$ cat src/rtl/button_conditioner_pkg.sv
// button_conditioner_pkg: shared vending channel indices and debounce defaults
package button_conditioner_pkg;
  localparam int BTN_BUY = 0;
  localparam int BTN_QUARTER = 1;
  localparam int BTN_DOLLAR = 2;
  localparam int N_BTN_DEFAULT = 3;
  localparam int DB_CYCLES_DEFAULT = 1000000;
endpackage

$ cat src/rtl/button_conditioner_if.sv
// button_conditioner_if: raw buttons in, debounced levels and press pulses out
interface button_conditioner_if #(parameter int N_BTN = 3);
  logic [N_BTN-1:0] btn_raw;
  logic [N_BTN-1:0] btn_level;
  logic [N_BTN-1:0] btn_pulse;
  logic busy;
  modport master (output btn_raw, input btn_level, btn_pulse, busy);
  modport slave (input btn_raw, output btn_level, btn_pulse, busy);
endinterface

$ cat src/rtl/button_conditioner_btn_debounce_ch.sv
// btn_debounce_ch: two-flop synchronizer plus counter debouncer for one button
module btn_debounce_ch #(
  parameter int DB_CYCLES = 1000000
) (
  input  logic clk,
  input  logic rst,
  input  logic raw,
  output logic stable
);
  localparam int CW = $clog2(DB_CYCLES);
  logic [1:0] sync_ff;
  logic [CW-1:0] cnt;
  logic done;
  assign done = (sync_ff[1] != stable) && (cnt == CW'(DB_CYCLES - 1));
  always_ff @(posedge clk or posedge rst) begin
    if (rst) begin
      sync_ff <= '0;
      cnt <= '0;
      stable <= 1'b0;
    end else begin
      sync_ff <= {sync_ff[0], raw};
      cnt <= (sync_ff[1] == stable || done) ? '0 : cnt + 1'b1;
      stable <= done ? sync_ff[1] : stable;
    end
  end
endmodule

$ cat src/rtl/button_conditioner.sv
// button_conditioner: debounced buttons turned into serialized one-cycle press pulses
module button_conditioner
  import button_conditioner_pkg::*;
#(
  parameter int N_BTN = N_BTN_DEFAULT,
  parameter int DB_CYCLES = DB_CYCLES_DEFAULT
) (
  input logic clk,
  input logic rst,
  button_conditioner_if.slave bus
);
  logic [N_BTN-1:0] stable, stable_d, pending, grant, pending_nxt;
  genvar i;
  generate
    for (i = 0; i < N_BTN; i++) begin : g_ch
      btn_debounce_ch #(.DB_CYCLES(DB_CYCLES)) u_ch (
        .clk(clk),
        .rst(rst),
        .raw(bus.btn_raw[i]),
        .stable(stable[i])
      );
    end
  endgenerate
  assign bus.btn_level = stable;
  // lowest set bit wins; a new rise overrides a same-cycle clear
  always_comb begin
    grant = pending & (-pending);
    pending_nxt = (pending & ~grant) | (stable & ~stable_d);
  end
  always_ff @(posedge clk or posedge rst) begin
    if (rst) begin
      stable_d <= '0;
      pending <= '0;
      bus.btn_pulse <= '0;
      bus.busy <= 1'b0;
    end else begin
      stable_d <= stable;
      pending <= pending_nxt;
      bus.btn_pulse <= grant;
      bus.busy <= |pending_nxt;
    end
  end
endmodule

$ cat src/flat_wrapper.sv
// flat-port wrapper written by rule: the top's interface ports become plain ports
module button_conditioner_flat import button_conditioner_pkg::*;
#(
  parameter int N_BTN = N_BTN_DEFAULT,
  parameter int DB_CYCLES = DB_CYCLES_DEFAULT
)
  (clk, rst, bus_btn_raw, bus_btn_level, bus_btn_pulse, bus_busy);
  button_conditioner_if #(.N_BTN(N_BTN)) bus_i ();
  input logic clk;
  input logic rst;
  input wire logic [$bits(bus_i.btn_raw)-1:0] bus_btn_raw;
  output wire logic [$bits(bus_i.btn_level)-1:0] bus_btn_level;
  output wire logic [$bits(bus_i.btn_pulse)-1:0] bus_btn_pulse;
  output wire logic [$bits(bus_i.busy)-1:0] bus_busy;
  assign bus_i.btn_raw = bus_btn_raw;
  assign bus_btn_level = bus_i.btn_level;
  assign bus_btn_pulse = bus_i.btn_pulse;
  assign bus_busy = bus_i.busy;
  button_conditioner #(.N_BTN(N_BTN), .DB_CYCLES(DB_CYCLES)) u_core (.clk(clk), .rst(rst), .bus(bus_i));
endmodule
$ cat config.mk
export PLATFORM = sky130hd
export DESIGN_NAME = button_conditioner_flat
export DESIGN_NICKNAME = d
export VERILOG_FILES = /design/src/rtl/button_conditioner_pkg.sv /design/src/rtl/button_conditioner_if.sv /design/src/rtl/button_conditioner_btn_debounce_ch.sv /design/src/rtl/button_conditioner.sv /design/src/flat_wrapper.sv
export SDC_FILE = /design/constraint.sdc
export NUM_CORES = 1
export LEC_CHECK = 0
export CAP_MARGIN = 20
export CORE_MARGIN = 2
export CORE_UTILIZATION = 30
export DETAILED_ROUTE_END_ITERATION = 8
export PLACE_DENSITY = 0.51
export SLEW_MARGIN = 20
export SYNTH_ARGS = -nofsm -noshare
export SYNTH_HDL_FRONTEND = slang
export SYNTH_SLANG_ARGS = --single-unit
$ cat constraint.sdc
create_clock -name clk -period 3.65 [get_ports clk]
set_input_delay 0.73 -clock clk [delete_from_list [all_inputs] [get_ports clk]]
set_output_delay 0.73 -clock clk [all_outputs]
set_load 0.02 [all_outputs]
=== Yosys cells after proc, flatten, opt, wreduce, memory -nomap -nowiden ===
Index checks and enable logic that the tools add are counted.

* Add/sub/neg operators: 4
* Multipliers: 0
* Div/mod/pow operators: 0
* Magnitude comparators: 0
* Equal/unequal tests: 9
* Shift-type cells: 0
* Muxes and demuxes: 3
* Bitwise gates (word level): 6
* Reductions and logical operators: 7

{| class="wikitable"
|+ Operators by type and width
! operator !! count
|-
| adder 20 x 1 -> 20 bit (second input constant) || 3
|-
| == test 20 bit (second input constant) || 3
|-
| two-way mux 20 bit || 3
|-
| bitwise AND 3 bit || 3
|-
| inverter 3 bit || 2
|-
| == test 1 bit || 3
|-
| logical AND 1 bit || 3
|-
| logical OR 1 bit || 3
|-
| inequality test 1 bit || 3
|-
| negation 3 bit || 1
|-
| bitwise OR 3 bit || 1
|-
| OR reduction 3 bit || 1
|}

* Register bits after elaboration: 79
* Latch bits: 0
* Bits in writable memories: 0
* Memory bits (read-only): 0
* Input port bits: 5
* Output and inout port bits: 7
* Word-level logic and storage cells: 42
* Memories kept: 0

=== Logic depth before layout (Yosys ltp) ===
* Depth after elaboration: 6
* Depth in mapped cells: 6
* Gate-level depth less buffers: 5

=== Cells and area by module ===
Synthesis repeated with hierarchy kept, for this count alone.

* Cells, all modules: 348
* Area, all modules: 3631.0 sq um

{| class="wikitable"
|+ Modules (own cells, without submodules)
! module !! instances !! cells an instance !! area an instance (sq um) !! seq. area each (sq um)
|-
| btn_debounce_ch || 3 || 109 || 1107.3 || 575.6
|-
| button_conditioner || 1 || 21 || 309.0 || 250.2
|}

=== Worst setup path before layout ===
Ideal clock, no wire load.

* Path type: register to register
* Start: reg u_core.g_ch[2].u_ch.cnt[16]
* End: reg u_core.g_ch[2].u_ch.stable
* Setup time: 0.127 ns
* Data arrival time: 1.666 ns
* Data required time: 3.523 ns
* Setup slack: 1.856 ns
* Stages on the path, launching flop included: 5
* Buffers on the path: 0
* Clock period less this slack: 1.794 ns
* Cell sequence: dfrtp_1 > nand3_1 > or4b_1 > or3_1 > mux2_1

* Word-level cells in the longest chain between the ends: 2

{| class="wikitable"
|+ RTL lines
! item !! line !! text
|-
| start: declaration || button_conditioner_btn_debounce_ch.sv:12 || <nowiki>logic [CW-1:0] cnt;</nowiki>
|-
| start signal: assignment || button_conditioner_btn_debounce_ch.sv:22 || <nowiki>cnt <= (sync_ff[1] == stable || done) ? '0 : cnt + 1'b1;</nowiki>
|-
| == test 20 bit || button_conditioner_btn_debounce_ch.sv:14 || <nowiki>assign done = (sync_ff[1] != stable) && (cnt == CW'(DB_CYCLES - 1));</nowiki>
|-
| logical AND 1 bit || button_conditioner_btn_debounce_ch.sv:14 ||
|-
| end signal: assignment || button_conditioner_btn_debounce_ch.sv:23 || <nowiki>stable <= done ? sync_ff[1] : stable;</nowiki>
|-
| end: declaration || button_conditioner_btn_debounce_ch.sv:8 || <nowiki>output logic stable</nowiki>
|}

Every way passes these cells.
A chain may end at the register's enable or synchronous reset.

=== Worst setup path in the final report ===
* Start: reg u_core.g_ch[0].u_ch.stable
* End: out bus_btn_level[0]

{| class="wikitable"
|+ RTL lines
! item !! line !! text
|-
| start: declaration || button_conditioner_btn_debounce_ch.sv:8 ||
|-
| start signal: assignment || button_conditioner_btn_debounce_ch.sv:23 ||
|-
| end: declaration || flat_wrapper.sv:12 || <nowiki>output wire logic [$bits(bus_i.btn_level)-1:0] bus_btn_level;</nowiki>
|}

No word-level cell between the ends.

==> flow_summary_export.csv <==
group,metric,value,unit
timing,setup_viol,0,
floorplan,die_h,114,um
setup_path,path_depth,1,
power,finalPower,1.83,mW
floorplan,num_rows,40,
setup_path,crit_path_cell_trace,"clkdlybuf4s50_1",
clock_tree,cts_tree,"built",
setup_path,endpoint_kind,"primary output",
layout,final_cell_mix,"dfrtp_1, nor2_1, xnor2_1, nand2_1, xor2_1",
timing,drv_slew,0,
layout,ff_latch_area,1980,um^2
placement,dpl.hpwl,4560,um
routing,drtAntennaViolNets,0,
placement,io_buffer_count,11,
timing,max_freq,468,MHz
timing,period_share,58.6,%
clock_tree,cts_hold_buffers,0,
layout,antenna_cells,0,
clock_tree,clk_pin_slew,0.06,ns
clock_tree,clock-sinks,79,
outcome,status,"complete, no violations",
timing,setup_tns,0,ns
yosys,synth_largest_area_cell,"dfrtp_1",
setup_path,crit_type,"reg -> out",
routing,drtPass1Iterations,4,
floorplan,start_util,30.5,%
floorplan,io_pins,12,
power,irDropWorstVdd,215,uV
routing,vias_per_cell,4.88,
timing,rsz0062_at_grt,"false",
yosys,ys_seq_elements,79,
global_routing,grt_pass1_wl,12500,um
global_routing,antenna_found_initial,0,
placement,place_congestion,0.776,
yosys,netlist_instances,346,
layout,area.growth.synth_to_final,15.4,%
yosys,syn_avg_cell_area,10.5,um^2
clock_tree,cts_buffer_depth,2,
setup_path,reg2reg_depth,6,
global_routing,grt_pass1_vias,2506,
yosys,ys_top_cells_by_area,"dfrtp_1, xnor2_1, nor2_1",
floorplan,die_w,114,um
timing,period_needed,2.14,ns
timing,tightestPinTransition,0.777,ns
timing,slew_headroom,48.2,%
clock_tree,cts_setup_buffers,0,
routing,drt_iter0_markers,119,
setup_path,critical_path.top_delay_family,"buffers and inverters",
clock_tree,cts-resized-gates,0,
yosys,syn_area,3630,um^2
layout,drive_above_1_share,9.56,%
power,power_density,436,nW/um^2
routing,drc,0,
timing,skew,0.00382,ns
layout,nets,370,
clock_tree,htreeDepth,3,
layout,layout_commonest_cell,"dfrtp_1",
worst_hold_path,hold_path_class,"reg -> reg",
routing,wire_per_inst,13.5,um
layout,multi_input_area,1560,um^2
routing,via_count,2506,
yosys,syn_nets,354,
yosys,ys_types,38,
setup_path,crit_path_top_delay_cell,"clkdlybuf4s50_1",
clock_tree,root_buffer,"clkbuf_16",
global_routing,grt_usage,12.3,%
clock_tree,insertion_delay,0.34,ns
floorplan,die_area,13000,um^2
yosys,ys_warn_count,0,
worst_hold_path,hold_depth,0,
global_routing,grt_max_degree,42,
setup_path,path_buf_inv,1,
yosys,synth_top_area_share,54.4,%
setup_path,cpPeakStageDelay,0.64,ns
yosys,yosysSeqAreaShare,54.4,%
clock_tree,cts_buffers,9,
power,p_leak,1.67,nW
setup_path,crit_arrival,1.41,ns
routing,drt-total-wl,6940,um
global_routing,grt-ovfl-total,0,
setup_path,cp-start-kind,"flop",
floorplan,coreArea,11900,um^2
timing,hold_violations,0,
setup_path,critPathMaxFanout,5,
run,maxCapViolCount,0,
layout,fillCellCount,1210,
setup_path,required,2.92,ns
-- Yosys cell counts --
cell type   n
a21oi_1    13
a31o_2      1
and3_1      4
and4_1      6
and4bb_2    2
buf_2       4
buf_4       3
clkbuf_1    2
dfrtp_1    79
ha_1        3
inv_1      14
mux2_1      2
mux2_2      1
mux2i_1     2
nand2_1    22
nand3_1    16
nand4_1    11
nand4_2     2
nor2_1     47
nor2b_1     2
nor3_1     10
nor3b_1     1
nor4_1      9
nor4_2      1
nor4b_1     2
nor4bb_1    2
o21ai_0     9
o21ai_2     1
o31ai_1     9
o31ai_4     1
or2_2       4
or3_1       8
or4_1       7
or4_2       1
or4b_1      2
or4b_2      1
xnor2_1    23
xor2_1     19
-- path summary, 6_finish.rpt --
kind                                                 from                              to  slack [ns]
max in group asynchronous                             rst      u_core.g_ch[0].u_ch.cnt[6]        2.10
setup reg to reg               u_core.g_ch[0].u_ch.cnt[0]     u_core.g_ch[0].u_ch.cnt[13]        1.57
setup / recovery               u_core.g_ch[0].u_ch.stable                bus_btn_level[0]        1.51
min in group asynchronous                             rst      u_core.g_ch[1].u_ch.cnt[0]        0.80
hold reg to reg            u_core.g_ch[1].u_ch.sync_ff[0]  u_core.g_ch[1].u_ch.sync_ff[1]        0.35
hold / removal             u_core.g_ch[1].u_ch.sync_ff[0]  u_core.g_ch[1].u_ch.sync_ff[1]        0.35
-- registers in the layout (all words and copies together), names as in the netlist --
register,flops
u_core.bus.btn_pulse,3
u_core.g_ch.u_ch.cnt,60
u_core.pending,3
u_core.stable_d,3
u_core.bus.busy,1
u_core.g_ch.u_ch.stable,3
u_core.g_ch.u_ch.sync_ff,6
-- metal layers --
layer	track usage, %	wire length [um]	vias up
met1	16.6	3480	1220
met4	6.83	181	0
li1	-	-	1248
met2	17.7	3090	24
met5	0	0	-
met3	3.39	188	14
-- layout make-up --
class	instances	share of cell area [%]
clock buffers	9	5.37
clock inverters	6	1.49
inverters	14	1.28
multi-input cells	244	37.2
flip-flops and latches	79	47.1
well taps	147	4.39
repair buffers	14	3.16
-- kinds of logic after synthesis --
family	count (synthesis)	share of synthesized area (%)
adders and majority gates	3	1.03
and+or+nand+nor	160	24.2
muxes	5	1.48
buffers and inverters	23	2.82
AOI/OAI and AO/OA	34	5.96
DFF	79	54.4
xor gates and xnor gates	42	10.1
-- power breakdown --
part           total, mW  switching, mW  internal (mW)  leakage (nW)
Combinational     0.0519         0.0363         0.0157         0.451
Sequential         0.898         0.0105          0.887          1.08
Clock              0.879          0.356          0.523         0.133
-- stage by stage --
stage / area (um^2) / cells / hold slack [ns] / utilization, % / setup slack [ns]
2_1_floorplan: 3630 / 346 / 0.331 / - / 0.897
3_3_place_gp: 3910 / 498 / 0.335 / 32.8 / 1.62
3_5_place_dp: 3910 / 498 / 0.335 / 32.8 / 1.55
4_1_cts: 4190 / 513 / 0.349 / 35.2 / 1.46
5_1_grt: 4190 / 513 / 0.356 / 35.2 / 1.39
6_report: 4190 / 513 / 0.347 / 35.2 / 1.51
(Power assumes the default switching activity.)
